===== config.mk =====
export PLATFORM = sky130hd
export DESIGN_NAME = apb_initiator
export DESIGN_NICKNAME = d
export VERILOG_FILES = /design/src/rtl/apb_pkg.sv /design/src/rtl/apb_initiator.sv
export SDC_FILE = /design/constraint.sdc
export NUM_CORES = 1
export LEC_CHECK = 0
export ABC_AREA = 1
export CAP_MARGIN = 20
export CORE_MARGIN = 2
export CORE_UTILIZATION = 46
export CTS_BUF_LIST = sky130_fd_sc_hd__clkbuf_4 sky130_fd_sc_hd__clkbuf_8 sky130_fd_sc_hd__clkbuf_16
export CTS_CLUSTER_SIZE = 24
export DETAILED_ROUTE_END_ITERATION = 12
export PLACE_DENSITY_LB_ADDON = 0.2
export SYNTH_ARGS = -nofsm -noshare
export SYNTH_HDL_FRONTEND = slang
export SYNTH_SLANG_ARGS = --single-unit

===== constraint.sdc =====
create_clock -name clk_i -period 3 [get_ports clk_i]
set_input_delay 0.6 -clock clk_i [delete_from_list [all_inputs] [get_ports clk_i]]
set_output_delay 0.6 -clock clk_i [all_outputs]
set_load 0.005 [all_outputs]

===== src/rtl/apb_pkg.sv =====
// -----------------------------------------------------------------------------
// apb_pkg
// Shared APB3 definitions used by the APB requester and by APB slaves on the
// peripheral fabric.
//   apb_state_e       : requester FSM states (IDLE, SETUP, ACCESS, RESP)
//   apb_req_t         : requester-to-slave signals (paddr, pwrite, pwdata)
//   apb_rsp_t         : slave-to-requester signals (prdata, pready, pslverr)
//   DefaultApbTimeout : default ACCESS wait-state limit before abort
// -----------------------------------------------------------------------------
package apb_pkg;

  localparam int ApbAddrWidth      = 32;
  localparam int ApbDataWidth      = 32;
  localparam int DefaultApbTimeout = 256;

  typedef enum logic [1:0] {
    IDLE   = 2'd0,
    SETUP  = 2'd1,
    ACCESS = 2'd2,
    RESP   = 2'd3
  } apb_state_e;

  typedef struct packed {
    logic [ApbAddrWidth-1:0] paddr;
    logic                    pwrite;
    logic [ApbDataWidth-1:0] pwdata;
  } apb_req_t;

  typedef struct packed {
    logic [ApbDataWidth-1:0] prdata;
    logic                    pready;
    logic                    pslverr;
  } apb_rsp_t;

endpackage


===== src/rtl/apb_initiator.sv =====
// -----------------------------------------------------------------------------
// apb_initiator
// APB3 requester. Converts the core-side single-outstanding req/gnt/rvalid bus
// into APB SETUP/ACCESS transfers, honours slave wait states and pslverr, and
// aborts a transfer whose ACCESS phase stalls for TimeoutCycles cycles.
//
// Ports
//   clk_i, rst_ni            : clock, asynchronous active-low reset
//   req_i / gnt_o            : core request valid / accepted this cycle (comb.)
//   addr_i, we_i, wdata_i    : core request address, direction, write data
//   rvalid_o, rdata_o, err_o : one-cycle response pulse with read data / error
//   psel_o, penable_o        : APB phase control
//   pwrite_o, paddr_o,
//   pwdata_o                 : APB transfer attributes, stable SETUP..ACCESS
//   prdata_i, pready_i,
//   pslverr_i                : APB slave response
// -----------------------------------------------------------------------------
module apb_initiator
  import apb_pkg::*;
#(
  parameter int AddrWidth     = 32,
  parameter int DataWidth     = 32,
  parameter int TimeoutCycles = DefaultApbTimeout
) (
  input  logic                 clk_i,
  input  logic                 rst_ni,
  // core side
  input  logic                 req_i,
  output logic                 gnt_o,
  input  logic [AddrWidth-1:0] addr_i,
  input  logic                 we_i,
  input  logic [DataWidth-1:0] wdata_i,
  output logic                 rvalid_o,
  output logic [DataWidth-1:0] rdata_o,
  output logic                 err_o,
  // APB side
  output logic                 psel_o,
  output logic                 penable_o,
  output logic                 pwrite_o,
  output logic [AddrWidth-1:0] paddr_o,
  output logic [DataWidth-1:0] pwdata_o,
  input  logic [DataWidth-1:0] prdata_i,
  input  logic                 pready_i,
  input  logic                 pslverr_i
);

  // A zero TimeoutCycles disables the abort; keep a 1-bit counter so the
  // declarations stay legal.
  localparam bit TimeoutEn = (TimeoutCycles > 0);
  localparam int CntWidth  = TimeoutEn ? $clog2(TimeoutCycles + 1) : 1;
  // Abort is taken in the ACCESS cycle whose increment would reach the limit,
  // so exactly TimeoutCycles ACCESS cycles run before RESP.
  localparam logic [CntWidth-1:0] CntLast = TimeoutEn ? CntWidth'(TimeoutCycles - 1) : '0;
  localparam logic [CntWidth-1:0] CntMax  = '1;

  apb_state_e           r_state;
  apb_state_e           w_state_next;
  logic [CntWidth-1:0]  r_wait_cnt;
  logic [AddrWidth-1:0] r_paddr;
  logic                 r_pwrite;
  logic [DataWidth-1:0] r_pwdata;
  logic [DataWidth-1:0] r_rdata;
  logic                 r_err;
  logic                 w_grant;
  logic                 w_complete;
  logic                 w_abort;

  // ---------------------------------------------------------------------------
  // FSM state register
  // ---------------------------------------------------------------------------
  // NOTE: sequential state uses non-blocking assignments so every flop samples
  // the pre-edge values of the others, independent of process ordering.
  always_ff @(posedge clk_i or negedge rst_ni) begin
    if (!rst_ni) begin
      r_state <= IDLE;
    end else begin
      r_state <= w_state_next;
    end
  end

  // ---------------------------------------------------------------------------
  // Next-state and transfer events
  // ---------------------------------------------------------------------------
  // NOTE: every signal written here gets a default first, so no path through
  // the case can leave one unassigned and infer a latch.
  always_comb begin
    w_state_next = r_state;
    w_grant      = 1'b0;
    w_complete   = 1'b0;
    w_abort      = 1'b0;
    unique case (r_state)
      IDLE: begin
        if (req_i) begin
          w_grant      = 1'b1;
          w_state_next = SETUP;
        end
      end
      SETUP: begin
        w_state_next = ACCESS;
      end
      ACCESS: begin
        // pready wins over a timeout hitting in the same cycle.
        if (pready_i) begin
          w_complete   = 1'b1;
          w_state_next = RESP;
        end else if (TimeoutEn && (r_wait_cnt == CntLast)) begin
          w_abort      = 1'b1;
          w_state_next = RESP;
        end
      end
      RESP: begin
        w_state_next = IDLE;
      end
      default: begin
        w_state_next = IDLE;
      end
    endcase
  end

  // ---------------------------------------------------------------------------
  // Wait-state counter: cleared on the grant that enters SETUP, counts ACCESS
  // cycles with pready low, saturates rather than wrapping.
  // ---------------------------------------------------------------------------
  always_ff @(posedge clk_i or negedge rst_ni) begin
    if (!rst_ni) begin
      r_wait_cnt <= '0;
    end else if (w_grant) begin
      r_wait_cnt <= '0;
    end else if ((r_state == ACCESS) && !pready_i && (r_wait_cnt != CntMax)) begin
      r_wait_cnt <= r_wait_cnt + 1'b1;
    end
  end

  // ---------------------------------------------------------------------------
  // Request capture (held stable for the whole APB transfer) and response
  // capture. prdata/pslverr are only looked at in the completing ACCESS cycle.
  // ---------------------------------------------------------------------------
  always_ff @(posedge clk_i or negedge rst_ni) begin
    if (!rst_ni) begin
      r_paddr  <= '0;
      r_pwrite <= 1'b0;
      r_pwdata <= '0;
      r_rdata  <= '0;
      r_err    <= 1'b0;
    end else begin
      if (w_grant) begin
        r_paddr  <= addr_i;
        r_pwrite <= we_i;
        r_pwdata <= we_i ? wdata_i : '0;
      end
      if (w_complete) begin
        r_rdata <= r_pwrite ? '0 : prdata_i;
        r_err   <= pslverr_i;
      end else if (w_abort) begin
        r_rdata <= '0;
        r_err   <= 1'b1;
      end
    end
  end

  // ---------------------------------------------------------------------------
  // Outputs. Phase controls decode the state register, so an asynchronous
  // reset drops psel/penable/rvalid at once. gnt_o is combinational from req_i
  // and is additionally held low while reset is asserted.
  // ---------------------------------------------------------------------------
  assign gnt_o     = w_grant & rst_ni;
  assign psel_o    = (r_state == SETUP) || (r_state == ACCESS);
  assign penable_o = (r_state == ACCESS);
  assign rvalid_o  = (r_state == RESP);
  assign rdata_o   = rvalid_o ? r_rdata : '0;
  assign err_o     = rvalid_o & r_err;
  assign pwrite_o  = r_pwrite;
  assign paddr_o   = r_paddr;
  assign pwdata_o  = r_pwdata;

endmodule


==> qor.csv, run 1 <==
metric,value,unit
wl_per_cell,13.28,µm
cp.required,2.40,ns
setup_tns,0,ns
synth.distinct_cells,20,
drtIter0Drc,208,
critPathCaptureType,primary output,
synth_adder_area_share,1.856,%
timing.fmax,395.2,MHz
critical_path_class,reg -> out,
synth_top_area_share,57.81,%
clkLatencyLatePin,0.35,ns
period_needed,2.531,ns
relSlewSlack,33.24,%
crit_arrival,1.93,ns
grt_pass1_vias,4166,
cts_resized,0,
synth_top_family_by_area,simple AND/OR/NAND/NOR gates,
cts_num_sinks,109,
muxShareOfSynthArea,0,%
fin_worst_skew,0.008494,ns
combPwrFrac,43.3,%
clk_transition_reported_paths,0.09,ns
worst-slew-pin-transition,1.000,ns
syn_inst,581,
start_kind,flop,
core-area,0.009864,mm²
clkPwrFrac,15.0,%
timing.hold.ws,0.3826,ns
rsz0062_at_grt,no,
die_h,105.3,µm
hpwl,8.473,mm
drv_cap,0,
synth_edf_count,0,
die_w,105.3,µm
firstDrtPassIters,4,
num_rows,36,
status,"finished, final reports clean",
pwr-share-seq,41.7,%
slew_viol_final,0,
grt_max_degree,105,
antenna_left,0,
ys_warn_count,0,
vias,4296,
viasPerCell,4.736,
initial_core_util,47.83,%
clk_path_buf_depth,2,
synth_most_common_cell,nand2_1,
cp_max_fo,34,
p_sw,1960,µW
finalSetupViolCount,0,
io_pins,204,
htreeDepth,3,
grt_pass1_wl,20.14,mm
yosys-top-cells-area,"dfrtp_1 58%, nand2_1 22%, o21ai_0 6.3%, inv_1 3.9%, buf_2 1.9%",
powerDensity,829.2,mW/mm²
synth-simple-area-share,24.82,%
synth_compound_area_share,8.327,%
antenna_found_initial,0,
drc,0,
diodes,0,
synth_nets,690,
grt_use_total,22.18,%
ys.flop_type,dfrtp_1,
gp_congestion,0.7547,
tritoncts,yes,
min-delay-path-class,in -> async,
synth_xor_area_share,0.1856,%
post-route-period-util,84.35,%
syn_to_final_growth,48.95,%
final_hold_viol_count,0,
grt.overflow.total,0,
cts_setup_buffers,0,
port-buffer-count,203,
die-area,0.01108,mm²
numCtsBuffers,9,
leakagePower,0.003506,µW
layout-drive-gt1-share,3.359,%
yosys.area.top_type,dfrtp_1,
async_flop_share,100.0,%
yosysSeqAreaShare,57.81,%
vdd_drop_max,419.1,µV
ctsHoldBuffers,0,
synth_common_cells,"279 x nand2_1, 109 x dfrtp_1, 59 x o21ai_0",
switching_share,33.64,%
syn_avg_cell_area,8.121,µm²
syn_area,0.004718,mm²
ys_ff_latch,109,
wirelength,12.05,mm
layout.nets,879,
internal-power,3867,µW
clk_root_buffer_cell,clkbuf_8,
## state kept, by name, summed over array words and instances (netlist names)
name / count
paddr_o: 32
pwdata_o: 32
r_rdata: 32
r_wait_cnt: 9
r_state: 2
pwrite_o: 1
r_err: 1
## worst paths after layout
path                                         start                   endpoint  slack, ns  depth (start not counted)
max                         r_state[1]$_DFFE_PN0P_                rdata_o[29]       0.47                          5
min                                         rst_ni   pwdata_o[11]$_DFFE_PN0P_       0.38                          2
max reg2reg                 r_state[0]$_DFFE_PN0P_  r_wait_cnt[8]$_DFFE_PN0P_       0.95                          7
min reg2reg                paddr_o[18]$_DFFE_PN0P_    paddr_o[18]$_DFFE_PN0P_       0.48                          2
max in group asynchronous                   rst_ni    r_rdata[27]$_DFFE_PN0P_       1.45                          3
min in group clk_i         paddr_o[18]$_DFFE_PN0P_    paddr_o[18]$_DFFE_PN0P_       0.48                          2
## cells in the final DEF, fill, tap and decap left out
cell type	n
a21oi_1	5
buf_16	1
buf_4	6
bufinv_16	1
clkbuf_4	4
clkbuf_8	9
clkdlybuf4s50_1	202
clkinv_2	1
dfrtp_1	109
ha_1	7
inv_1	49
inv_2	1
nand2_1	278
nand2_2	1
nand3_1	10
nand4_1	1
nor2_1	15
nor2_4	1
o21ai_0	59
o21ai_1	10
o21ai_2	1
o22ai_1	1
o31ai_1	1
xnor2_1	1
## metrics by stage
stage / cell area (µm²) / utilization, % / std cells / setup slack (ns) / total power (µW)
floorplan: 4718 / - / 581 / 1.204 / 3518
global placement: 6812 / 69.05 / 891 / 0.5554 / 4857
detailed placement: 6839 / 69.33 / 892 / 0.5327 / 4993
CTS: 7028 / 71.25 / 907 / 0.4740 / 5885
global route: 7028 / 71.25 / 907 / 0.3306 / 6288
finish: 7028 / 71.25 / 907 / 0.4694 / 5828
## power by group through the flow
stage	sequential [µW]	combinational, µW	clock [µW]
after floorplan	2440	1080	0
after CTS	2430	2560	897
final	2430	2520	872
after global placement	2420	2430	0
after global routing	2510	2820	956
after detailed placement	2450	2550	0
## worst max-delay path, cell delays in order (launching register included)
cell and delay (ns):
dfrtp_1 0.41, ha_1 0.16, buf_4 0.32, nand2_1 0.09, inv_1 0.08, clkdlybuf4s50_1 0.51
## per-layer routing
layer	part of all wire (%)	global-route usage (%)	vias up	routed length (µm)
li1	-	-	2149	-
met1	43	29.33	1963	5154
met2	47	34.93	166	5712
met3	8.0	6.741	18	960
met4	1.8	7.429	0	220
met5	0	0	-	0
## area by class of cell
cell class	count	area, µm²
inverter	50	187.7
sequential	109	2728
fill	760	2836
multi-input combinational	391	1663
timing repair buffer	209	2095
tap	133	166.4
clock inverter	2	35.03
clock buffer	13	153.9
## cell families (layout without fill, tap and decap cells)
group | Yosys count | after routing
AOI/OAI and AO/OA | 77 | 77
xor gates and xnor gates | 1 | 1
adders and majority gates | 7 | 7
buffers and inverters | 81 | 274
DFF | 109 | 109
and+or+nand+nor | 306 | 306
Note: power is estimated with default switching activity, not from simulation.
==> run 2: changes to the inputs <==
Settings changed: CORE_UTILIZATION 46 to 38.
Clock period 3 ns to 2 ns, I/O delays scaled along.
==> qor.csv, run 2 (synthesis results as in run 1) <==
metric,value,unit,change
post-route-period-util,98.85,%,
grt_pass1_vias,4297,,was 4166
cp_max_fo,17,,was 34
finalSetupViolCount,0,,unchanged
cp.required,1.60,ns,was 2.40 ns
worst-r2r-cell-count,12,,was 7
rsz0062_at_grt,yes,,was no
rr_endpoint,r_wait_cnt[7]$_DFFE_PN0P_,,was r_wait_cnt[8]$_DFFE_PN0P_
diodes,0,,unchanged
antenna_found_initial,0,,unchanged
powerDensity,1274,mW/mm²,was 829.2 mW/mm²
grt_util_met3,4.812,%,was 6.741%
final_common_cell,nand2_1,,unchanged
htreeDepth,3,,unchanged
grt_pass1_wl,20.66,mm,was 20.14 mm
final_util,60.94,%,was 71.25%
met1_usage,25.73,%,was 29.33%
clk_transition_reported_paths,0.07,ns,was 0.09 ns
fillers,1066,,was 760
hpwl,8.802,mm,was 8.473 mm
leakagePower,0.003719,µW,was 0.003506 µW
grt_use_total,19.46,%,was 22.18%
die_h,115.4,µm,was 105.3 µm
antenna_left,0,,unchanged
wl_per_cell,13.36,µm,was 13.28 µm
clk_path_buf_depth,2,,unchanged
start_kind,flop,,unchanged
min-delay-path-class,in -> async,,unchanged
critPathCaptureType,primary output,,unchanged
crit_arrival,1.58,ns,was 1.93 ns
reg2reg_from,r_wait_cnt[0]$_DFFE_PN0P_,,was r_state[0]$_DFFE_PN0P_
wirelength,12.76,mm,was 12.05 mm
io_pins,204,,unchanged
clk_root_buffer_cell,clkbuf_16,,was clkbuf_8
vias,4346,,was 4296
grt.overflow.total,0,,unchanged
relSlewSlack,59.46,%,was 33.24%
slew_viol_final,0,,unchanged
port-buffer-count,203,,unchanged
core-area,0.01206,mm²,was 0.009864 mm²
num_rows,40,,was 36
clkLatencyLatePin,0.33,ns,was 0.35 ns
die-area,0.01332,mm²,was 0.01108 mm²
final_cell_mix,"268 x nand2_1, 165 x clkdlybuf4s50_1, 109 x dfrtp_1, 59 x o21ai_0, 48 x inv_1",,"was 278 x nand2_1, 202 x clkdlybuf4s50_1, 109 x dfrtp_1, 59 x o21ai_0, 49 x inv_1"
final_hold_viol_count,0,,unchanged
slowest_stage,dfrtp_1,,was clkdlybuf4s50_1
drc,0,,unchanged
syn_to_final_growth,55.79,%,was 48.95%
timing.hold.ws,0.1254,ns,was 0.3826 ns
numCtsBuffers,9,,unchanged
initial_core_util,39.12,%,was 47.83%
vdd_drop_max,591.8,µV,was 419.1 µV
viasPerCell,4.551,,was 4.736
grt_busiest_layer,met2,,unchanged
status,"finished, final reports clean",,unchanged
grt_use_met2,31.70,%,was 34.93%
crit_path_max_incr_delay,0.40,ns,was 0.51 ns
worst-slew-pin-transition,0.6081,ns,was 1.000 ns
cts_num_sinks,109,,unchanged
timing.fmax,505.8,MHz,
die_w,115.4,µm,was 105.3 µm
drv_cap,0,,unchanged
grt_max_degree,110,,was 105
gp_congestion,0.7897,,was 0.7547
layout-drive-gt1-share,7.243,%,was 3.359%
critical_path_class,reg -> out,,unchanged
firstDrtPassIters,5,,was 4
drtIter0Drc,249,,was 208
cp_cell_sequence,buf_4 > ha_4 > buf_12 > nand2_1 > inv_1 > dlygate4sd2_1,,was ha_1 > buf_4 > nand2_1 > inv_1 > clkdlybuf4s50_1
fin_worst_skew,0.009818,ns,was 0.008494 ns
r2r_slack,0.16,ns,was 0.95 ns
layout.nets,892,,was 879
tritoncts,yes,,unchanged
period_needed,1.977,ns,
-- run 2: worst max path at each step --
stage	from	endpoint	slack (ns)	cells past startpoint
6_report	r_state[1]$_DFFE_PN0P_	rdata_o[8]	0.02	6
5_1_grt	r_state[0]$_DFFE_PN0P_	err_o	-0.04	6
4_1_cts	r_state[1]$_DFFE_PN0P_	gnt_o	-0.15	5
3_5_place_dp	req_i	pwdata_o[25]$_DFFE_PN0P_	-0.11	5
3_3_place_gp	req_i	pwdata_o[6]$_DFFE_PN0P_	-0.02	5
2_1_floorplan	r_wait_cnt[0]$_DFFE_PN0P_	r_wait_cnt[7]$_DFFE_PN0P_	0.32	12
-- run 2: critical path: cells and delay by family (launching register included) --
kind,cells,cell delay [ns]
AND/OR/NAND/NOR,1,0.07
adder cells (fa/ha/maj),1,0.18
buffers and inverters,4,0.59
flip-flops,1,0.40
-- run 2: per-layer routing --
layer  wire, µm  part of all wire [%]  up-vias
met2       5969                    47      146
met5          0                     0        -
li1           -                     -     2181
met4        159                   1.2        0
met1       5758                    45     2008
met3        871                   6.8       11
-- run 2: area by class of cell --
cell class	count	area (µm²)	area share, %
Sequential cell	109	2728	37.11
Timing Repair Buffer	222	2233	30.38
Multi-Input combinational cell	391	1715	23.34
Clock buffer	11	252.7	3.438
Tap cell	168	210.2	2.860
Inverter	50	187.7	2.553
Clock inverter	4	23.77	0.3234
-- run 2: where the power goes --
group / total [µW] / internal (µW) / switching, µW
sequential: 3690 / 3140 / 548
clock: 1670 / 903 / 766
combinational: 4010 / 2170 / 1840
-- run 2: repair_timing --
item,CTS,global route
pin swaps,1,0
resized for setup,41,43
endpoints found under the setup margin,36,69
buffers inserted,2,5
gates cloned,1,0
hold buffers,0,0
-- run 2: stage by stage --
step           setup WS, ns  cell area, µm²  total power [µW]  cells  TNS [ns]
2_1_floorplan        0.3211            4718              5277    581         0
3_3_place_gp       -0.01892            6950              7473    932   -0.4068
3_5_place_dp        -0.1068            6950              7617    932    -1.749
4_1_cts             -0.1485            7239              9336    950   -0.1485
5_1_grt            -0.04250            7351             10090    955   -0.1590
6_report            0.02308            7351              9368    955         0
